File: config.mk
export PLATFORM = sky130hd
export DESIGN_NAME = williams_nvram_arb
export DESIGN_NICKNAME = d
export VERILOG_FILES = /design/src/rtl/williams_nvram_arb.sv
export SDC_FILE = /design/constraint.sdc
export NUM_CORES = 1
export LEC_CHECK = 0
export CORE_UTILIZATION = 35
export CTS_BUF_LIST = sky130_fd_sc_hd__clkbuf_4 sky130_fd_sc_hd__clkbuf_8
export CTS_CLUSTER_SIZE = 40
export DETAILED_ROUTE_END_ITERATION = 10
export PLACE_DENSITY = 0.77
export SYNTH_ARGS = -nofsm -noshare
export SYNTH_HDL_FRONTEND = slang
export SYNTH_SLANG_ARGS = --single-unit
File: constraint.sdc
create_clock -name i_clk_sys -period 2.85 [get_ports i_clk_sys]
set_input_delay 0.4275 -clock i_clk_sys [delete_from_list [all_inputs] [get_ports i_clk_sys]]
set_output_delay 0.4275 -clock i_clk_sys [all_outputs]
set_load 0.02 [all_outputs]
File: src/rtl/williams_nvram_arb.sv
// ---------------------------------------------------------------------------
// williams_nvram_arb
//
// Shares one synchronous single-port RAM (the Williams CMOS NVRAM) between the
// CPU bus and the HPS ioctl channel. The CPU always owns the port when it
// selects the CMOS region. HPS strobes are latched and then serviced on the
// first CPU-free cycle. While an HPS access is pending, ioctl_wait throttles
// the HPS.
//
// Ports:
//   i_clk_sys, i_reset          system clock, synchronous active-high reset
//   i_cpu_cs/we/addr/din        CPU access to the CMOS region
//   o_cpu_dout                  CPU read data, valid two cycles after cs
//   i_ioctl_*                   HPS ioctl channel inputs (index filtered by IDX)
//   o_ioctl_din                 upload data, registered
//   o_ioctl_wait                HPS must hold off its next strobe
//   o_ram_addr/di/we, i_ram_q   RAM port, read latency of one cycle
//   o_dirty                     CPU has written since the last completed upload
// ---------------------------------------------------------------------------
module williams_nvram_arb #(
    parameter int         AW  = 10,
    parameter logic [7:0] IDX = 8'd4
) (
    input  logic          i_clk_sys,
    input  logic          i_reset,
    input  logic          i_cpu_cs,
    input  logic          i_cpu_we,
    input  logic [AW-1:0] i_cpu_addr,
    input  logic [7:0]    i_cpu_din,
    output logic [7:0]    o_cpu_dout,
    input  logic          i_ioctl_download,
    input  logic          i_ioctl_upload,
    input  logic [7:0]    i_ioctl_index,
    input  logic [24:0]   i_ioctl_addr,
    input  logic          i_ioctl_wr,
    input  logic          i_ioctl_rd,
    input  logic [7:0]    i_ioctl_dout,
    output logic [7:0]    o_ioctl_din,
    output logic          o_ioctl_wait,
    output logic [AW-1:0] o_ram_addr,
    output logic [7:0]    o_ram_di,
    output logic          o_ram_we,
    input  logic [7:0]    i_ram_q,
    output logic          o_dirty
);

    typedef enum logic [1:0] {
        S_IDLE  = 2'd0,
        S_WPEND = 2'd1,
        S_RPEND = 2'd2,
        S_RCAP  = 2'd3
    } state_t;

    state_t        r_state;
    logic [AW-1:0] r_addr;
    logic [7:0]    r_data;
    logic          r_oor;       // latched HPS address lies beyond the RAM
    logic          r_cpu_rd;    // previous cycle was a CPU read
    logic          r_upload_d;  // i_ioctl_upload delayed, for fall detection

    logic w_sel;
    logic w_oor;
    logic w_wr_acc;
    logic w_rd_acc;
    logic w_grant;
    logic w_dirty_set;
    logic w_dirty_clr;

    assign w_sel       = (i_ioctl_index == IDX);
    assign w_oor       = |i_ioctl_addr[24:AW];
    assign w_wr_acc    = w_sel & i_ioctl_download & i_ioctl_wr;
    assign w_rd_acc    = w_sel & i_ioctl_upload & i_ioctl_rd;
    assign w_grant     = ~i_cpu_cs;
    assign w_dirty_set = i_cpu_cs & i_cpu_we;
    assign w_dirty_clr = w_sel & r_upload_d & ~i_ioctl_upload;

    // Port mux. The CPU path is combinational so its writes land in the same
    // cycle; the HPS path uses the latched address/data. Nothing is written
    // while reset is asserted, so an in-flight HPS write is dropped cleanly.
    always_comb begin
        o_ram_addr = r_addr;
        o_ram_di   = r_data;
        o_ram_we   = 1'b0;
        if (i_cpu_cs) begin
            o_ram_addr = i_cpu_addr;
            o_ram_di   = i_cpu_din;
            o_ram_we   = i_cpu_we & ~i_reset;
        end else if (r_state == S_WPEND) begin
            o_ram_we   = ~r_oor & ~i_reset;
        end
    end

    always_ff @(posedge i_clk_sys) begin
        if (i_reset) begin
            r_state      <= S_IDLE;
            r_addr       <= '0;
            r_data       <= '0;
            r_oor        <= 1'b0;
            r_cpu_rd     <= 1'b0;
            r_upload_d   <= 1'b0;
            o_cpu_dout   <= '0;
            o_ioctl_din  <= '0;
            o_ioctl_wait <= 1'b0;
            o_dirty      <= 1'b0;
        end else begin
            r_cpu_rd   <= i_cpu_cs & ~i_cpu_we;
            r_upload_d <= i_ioctl_upload;

            if (r_cpu_rd) begin
                o_cpu_dout <= i_ram_q;
            end

            // A CPU write in the same cycle as the upload fall keeps dirty set,
            // so that write is not lost from the next save.
            if (w_dirty_set) begin
                o_dirty <= 1'b1;
            end else if (w_dirty_clr) begin
                o_dirty <= 1'b0;
            end

            // Strobes outside IDLE are protocol violations and simply ignored.
            case (r_state)
                S_IDLE: begin
                    if (w_wr_acc) begin
                        r_state      <= S_WPEND;
                        r_addr       <= i_ioctl_addr[AW-1:0];
                        r_data       <= i_ioctl_dout;
                        r_oor        <= w_oor;
                        o_ioctl_wait <= 1'b1;
                    end else if (w_rd_acc) begin
                        r_state      <= S_RPEND;
                        r_addr       <= i_ioctl_addr[AW-1:0];
                        r_oor        <= w_oor;
                        o_ioctl_wait <= 1'b1;
                    end
                end
                S_WPEND: begin
                    if (w_grant) begin
                        r_state      <= S_IDLE;
                        o_ioctl_wait <= 1'b0;
                    end
                end
                S_RPEND: begin
                    if (w_grant) begin
                        r_state <= S_RCAP;
                    end
                end
                S_RCAP: begin
                    // ram_q reflects the address driven in the grant cycle;
                    // a CPU access now only affects next cycle's ram_q.
                    o_ioctl_din  <= r_oor ? 8'hFF : i_ram_q;
                    o_ioctl_wait <= 1'b0;
                    r_state      <= S_IDLE;
                end
                default: begin
                    r_state <= S_IDLE;
                end
            endcase
        end
    end

endmodule

# Yosys cells after proc, flatten, opt, wreduce, memory -nomap -nowiden
# Cells that the tools add are included.
# Widths: inputs -> output; s select.
# word_totals
input_bits,75
register_bits,41
output_inout_bits,37
# op_classes
reduce_logical,9
bitwise_logic,14
muxes,20
eq_ne,7
# op_table
cell,n
$mux 10,3
$mux 8,2
$reduce_or 15->1,1
$and 1x1->1,10
$mux 1,9
$eq 8x3->1 const B,1
$mux 2,4
$pmux 2 s4,1
$reduce_and 3->1,2
$eq 2x2->1 const B,2
$ne 2x2->1 const B,2
$not 1->1,4
$reduce_and 2->1,2
$reduce_bool 2->1,2
$ne 3x3->1 const B,1
$pmux 1 s3,1
$reduce_bool 3->1,1
$eq 2x1->1 const B,1
$logic_not 2->1,1

# Logic depth before layout (Yosys ltp)
# logic_depth
word_depth,6
depth_mapped,5
ltp_nobuf,4

# Least setup slack after synthesis
# OpenSTA, ideal clock, no wires.
# synth_path
path_kind,register -> output
from,register r_oor
to,output port o_ram_we
setup_slack_ps,1074
arrival_ps,1349
path_stages_with_launch,4
required_ps,2423
path_cell_list,dfxtp_1 clkbuf_1 or4b_1 a21oi_1
# synth_between
elab_chain_cells,4
# synth_lines
item,line,text
"start, declared",57,logic r_oor;
"start signal, assigned",128,r_oor <= w_oor;
"start signal, assigned",133,r_oor <= w_oor;
$not 1->1,89,o_ram_we = ~r_oor & ~i_reset;
$and 1x1->1,89,
$mux 1,88,end else if (r_state == S_WPEND) begin
$mux 1,84,if (i_cpu_cs) begin
"end, declared",42,"output logic o_ram_we,"
# Every way passes these cells.

# Final worst setup path
# layout_path
from,input port i_cpu_cs
to,output port o_ram_addr[8]
# layout_between
elab_chain_cells,1
# layout_lines
item,line,text
"start, declared",26,"input logic i_cpu_cs,"
$mux 10,84,
"end, declared",40,"output logic [AW-1:0] o_ram_addr,"
# Every way passes these cells.

==> impl_results.md <==
* Number of global-route vias before repair at 1611
* Unrepaired setup endpoints after global routing: no
* # diodes at 0
* CP Capture Point: o_ram_addr[8]
* Synth warn at 0
* Core ar. at 4880 sq um
* Tcrit/Tclk final at 0.894
* Total track usage at 0.170
* Clock skew at 0.00437 ns
* CTS Buf Count at 5
* CP required at 2.42 ns
* H-tree Lvls at 2
* Drt via density at 4.65
* Post-Route WL at 4470 um
* Initial Utilization at 0.374
* Clock transition at the registers of the reported paths at 0.08 ns
* Cell with the most instances on the worst path: clkdlybuf4s50_1
* Minimum clock period at 2.55 ns
* Per-cell routed wire length at 12.5 um
* WHS at 0.463 ns
* Post-synthesis sequential area ratio at 0.450
* Routed Antenna Nets at 0
* Die height at 74.2 um
* Max-slew headroom at 0.656
* Vias at 1665
* WP buf/inv at 3
* Leakage at 1.25 nW
* Endpoints failing setup at 0
* CTS tree: built
* Share of cells above drive strength 1 at 0.113
* Slew @ Worst Pin at 0.516 ns
* DRT iter0 DRCs at 44
* Sink Count at 41
* R2R Path End: r_addr[8]$_SDFFE_PP0P_
* Global placer's final weighted congestion at 0.668
* Hold Crit Class: reg -> reg
* Area delta synth->final at 69.9%
* Std cell rows at 25
* Clk root buf: clkbuf_8
* Maxcap violations at 0
* Drt pass-1 iters at 4
* Netlist cell types at 24
* Area share of the largest cell type after synthesis at 0.450
* Max incr delay on CP at 0.54 ns
* Pre-CTS setup slack at 0.303 ns
* Final #Nets at 365
* Crit path max-delay family: buffers and inverters
* Reg2Reg Setup Slack at 1.36 ns
* Die width at 74.2 um
* Number of fill cells at 435
* Peak VDD IR at 0.224 mV
* Clock latency on the worst-skew pair at 0.29 ns
* Final Cell Area at 3100 sq um
* Ports at 112
* Worst setup EP type: output port
* Commonest cells in the synthesized netlist: 45 x nor2_1, 41 x dfxtp_1, 27 x mux2i_1
* Critical Path AT at 2.12 ns
* FF-to-FF Start: r_state[0]$_SDFFE_PP0P_
* Post-synth EDFFs at 0
* Hold Vio Cnt, Final at 0
* Synth Flop Type: dfxtp_1
* DP Area at 2980 sq um
* Slew Limit Fails at 0
* Detailed placement HPWL at 3350 um
* Global-route wire length before repair at 7230 um
* Cts hold-fix bufs at 0
* Setup WS post-layout at 0.301 ns
* Mean Syn Cell Area at 10.0 sq um
* Synth area leader: dfxtp_1
* Yosys reg bits at 41
* Drt drc at 0
* Die area at 5500 sq um
* CP Launch Type: input port
* Placed cells at 350
* Cts repair resizes at 0
* Status: finished, final reports clean
* CP max FO at 21
* Worst R2R Path Depth at 4
* Crit-path cells: clkdlybuf4s50_1 > buf_4 > mux2_2 > clkdlybuf4s50_1
* Most numerous cell in the Yosys netlist: nor2_1
* Fin cells at 358
* F_max at 392 MHz
* Top cells by area, synth: dfxtp_1 45%, mux2i_1 15%, mux2_2 12%
* Total congestion overflow at 0
* P per Cell Area at 418 nW/um^2
* Setup TNS at 0 ns
* Cell area after synthesis at 1820 sq um
* CTS Buffer Depth at 2
* Initial antenna violation count at 0
* Crit. Startpoint: i_cpu_cs
* Slowest cell on the critical path: clkdlybuf4s50_1
* Post-synthesis cell count at 182
* Largest net degree at the start of global routing at 42
* Async set-or-reset flop fraction in the synthesized netlist at 0
* Post-CTS setup buffers at 0
* Worst path depth at 4
* Net Count, Synth at 257
* Port Buf Inserts at 111
* CP Class: in -> out
-- cell families after synthesis --
kind of cell,share of synthesized area
simple gates,0.197
mux,0.265
flops,0.450
compound gates,0.0556
buf+inv,0.0322
-- worst register-to-register path: stages, from the launching register on --
cell and delay (ns):
dfxtp_1 0.35, nor2_1 0.35, nand4_4 0.35, mux2i_1 0.26
nor2_1 0.05
-- registers in the layout, indices dropped and copies added, names as in the netlist --
name,count
o_ioctl_din,8
o_cpu_dout,8
r_cpu_rd,1
r_data,8
o_ioctl_wait,1
r_oor,1
r_addr,10
o_dirty,1
r_state,2
r_upload_d,1
-- cell type report --
class,count,area [sq um],share of cell area
Timing Repair Buffer,113,1130,0.363
Clock inverter,1,30.0,0.00969
Multi-Input combinational cell,128,945,0.305
Sequential cell,41,821,0.265
Inverter,1,3.75,0.00121
Clock buffer,7,90.1,0.0291
Tap cell,67,83.8,0.0270
-- stage by stage --
step	power, mW	utilization
floorplan	0.672	-
global placement	0.819	0.611
detailed placement	0.822	0.611
CTS	1.31	0.635
global route	1.35	0.635
finish	1.30	0.635
-- per-layer routing --
layer	vias to the layer above	part of all wire	global-route usage
met3	4	0.087	0.0610
met4	0	0.0047	0.0321
met5	-	0	0
met2	63	0.48	0.298
met1	752	0.43	0.200
li1	846	-	-
-- worst min-delay path by stage --
stage | startpoint | end | slack [ns] | cells past startpoint
2_1_floorplan | r_addr[0]$_SDFFE_PP0P_ | r_addr[0]$_SDFFE_PP0P_ | 0.46 | 2
3_3_place_gp | o_ioctl_wait$_SDFFE_PP0P_ | o_ioctl_wait$_SDFFE_PP0P_ | 0.45 | 2
3_5_place_dp | o_ioctl_wait$_SDFFE_PP0P_ | o_ioctl_wait$_SDFFE_PP0P_ | 0.46 | 2
4_1_cts | o_ioctl_wait$_SDFFE_PP0P_ | o_ioctl_wait$_SDFFE_PP0P_ | 0.47 | 2
5_1_grt | o_ioctl_wait$_SDFFE_PP0P_ | o_ioctl_wait$_SDFFE_PP0P_ | 0.51 | 2
6_report | o_ioctl_wait$_SDFFE_PP0P_ | o_ioctl_wait$_SDFFE_PP0P_ | 0.46 | 2
-- power breakdown --
group	total, mW	switching [mW]	leakage (nW)	internal, mW
combinational	0.223	0.0770	0.853	0.146
clock	0.489	0.194	0.0619	0.295
sequential	0.584	0.00508	0.331	0.579
-- layout by cell type (no fill, tap or decap) --
master / synthesis / routed
nand4_4: 2 / 2
clkdlybuf4s50_1: 0 / 111
nand4b_1: 1 / 1
or4b_1: 1 / 1
nand4_1: 1 / 1
clkbuf_4: 0 / 1
mux2i_1: 27 / 27
mux2_2: 19 / 19
nor2b_1: 1 / 1
nor4b_4: 1 / 1
inv_1: 1 / 1
nor4_1: 3 / 3
nor4_4: 1 / 1
a21oi_1: 4 / 4
nor3_1: 3 / 3
buf_4: 0 / 2
bufinv_16: 0 / 1
dfxtp_1: 41 / 41
nand2_1: 5 / 5
nor2_1: 45 / 45
and2_1: 3 / 3
a22o_1: 1 / 1
a211oi_1: 9 / 9
o21ai_0: 1 / 1
clkbuf_8: 0 / 6
No activity file was read; power rests on OpenSTA's default activity.
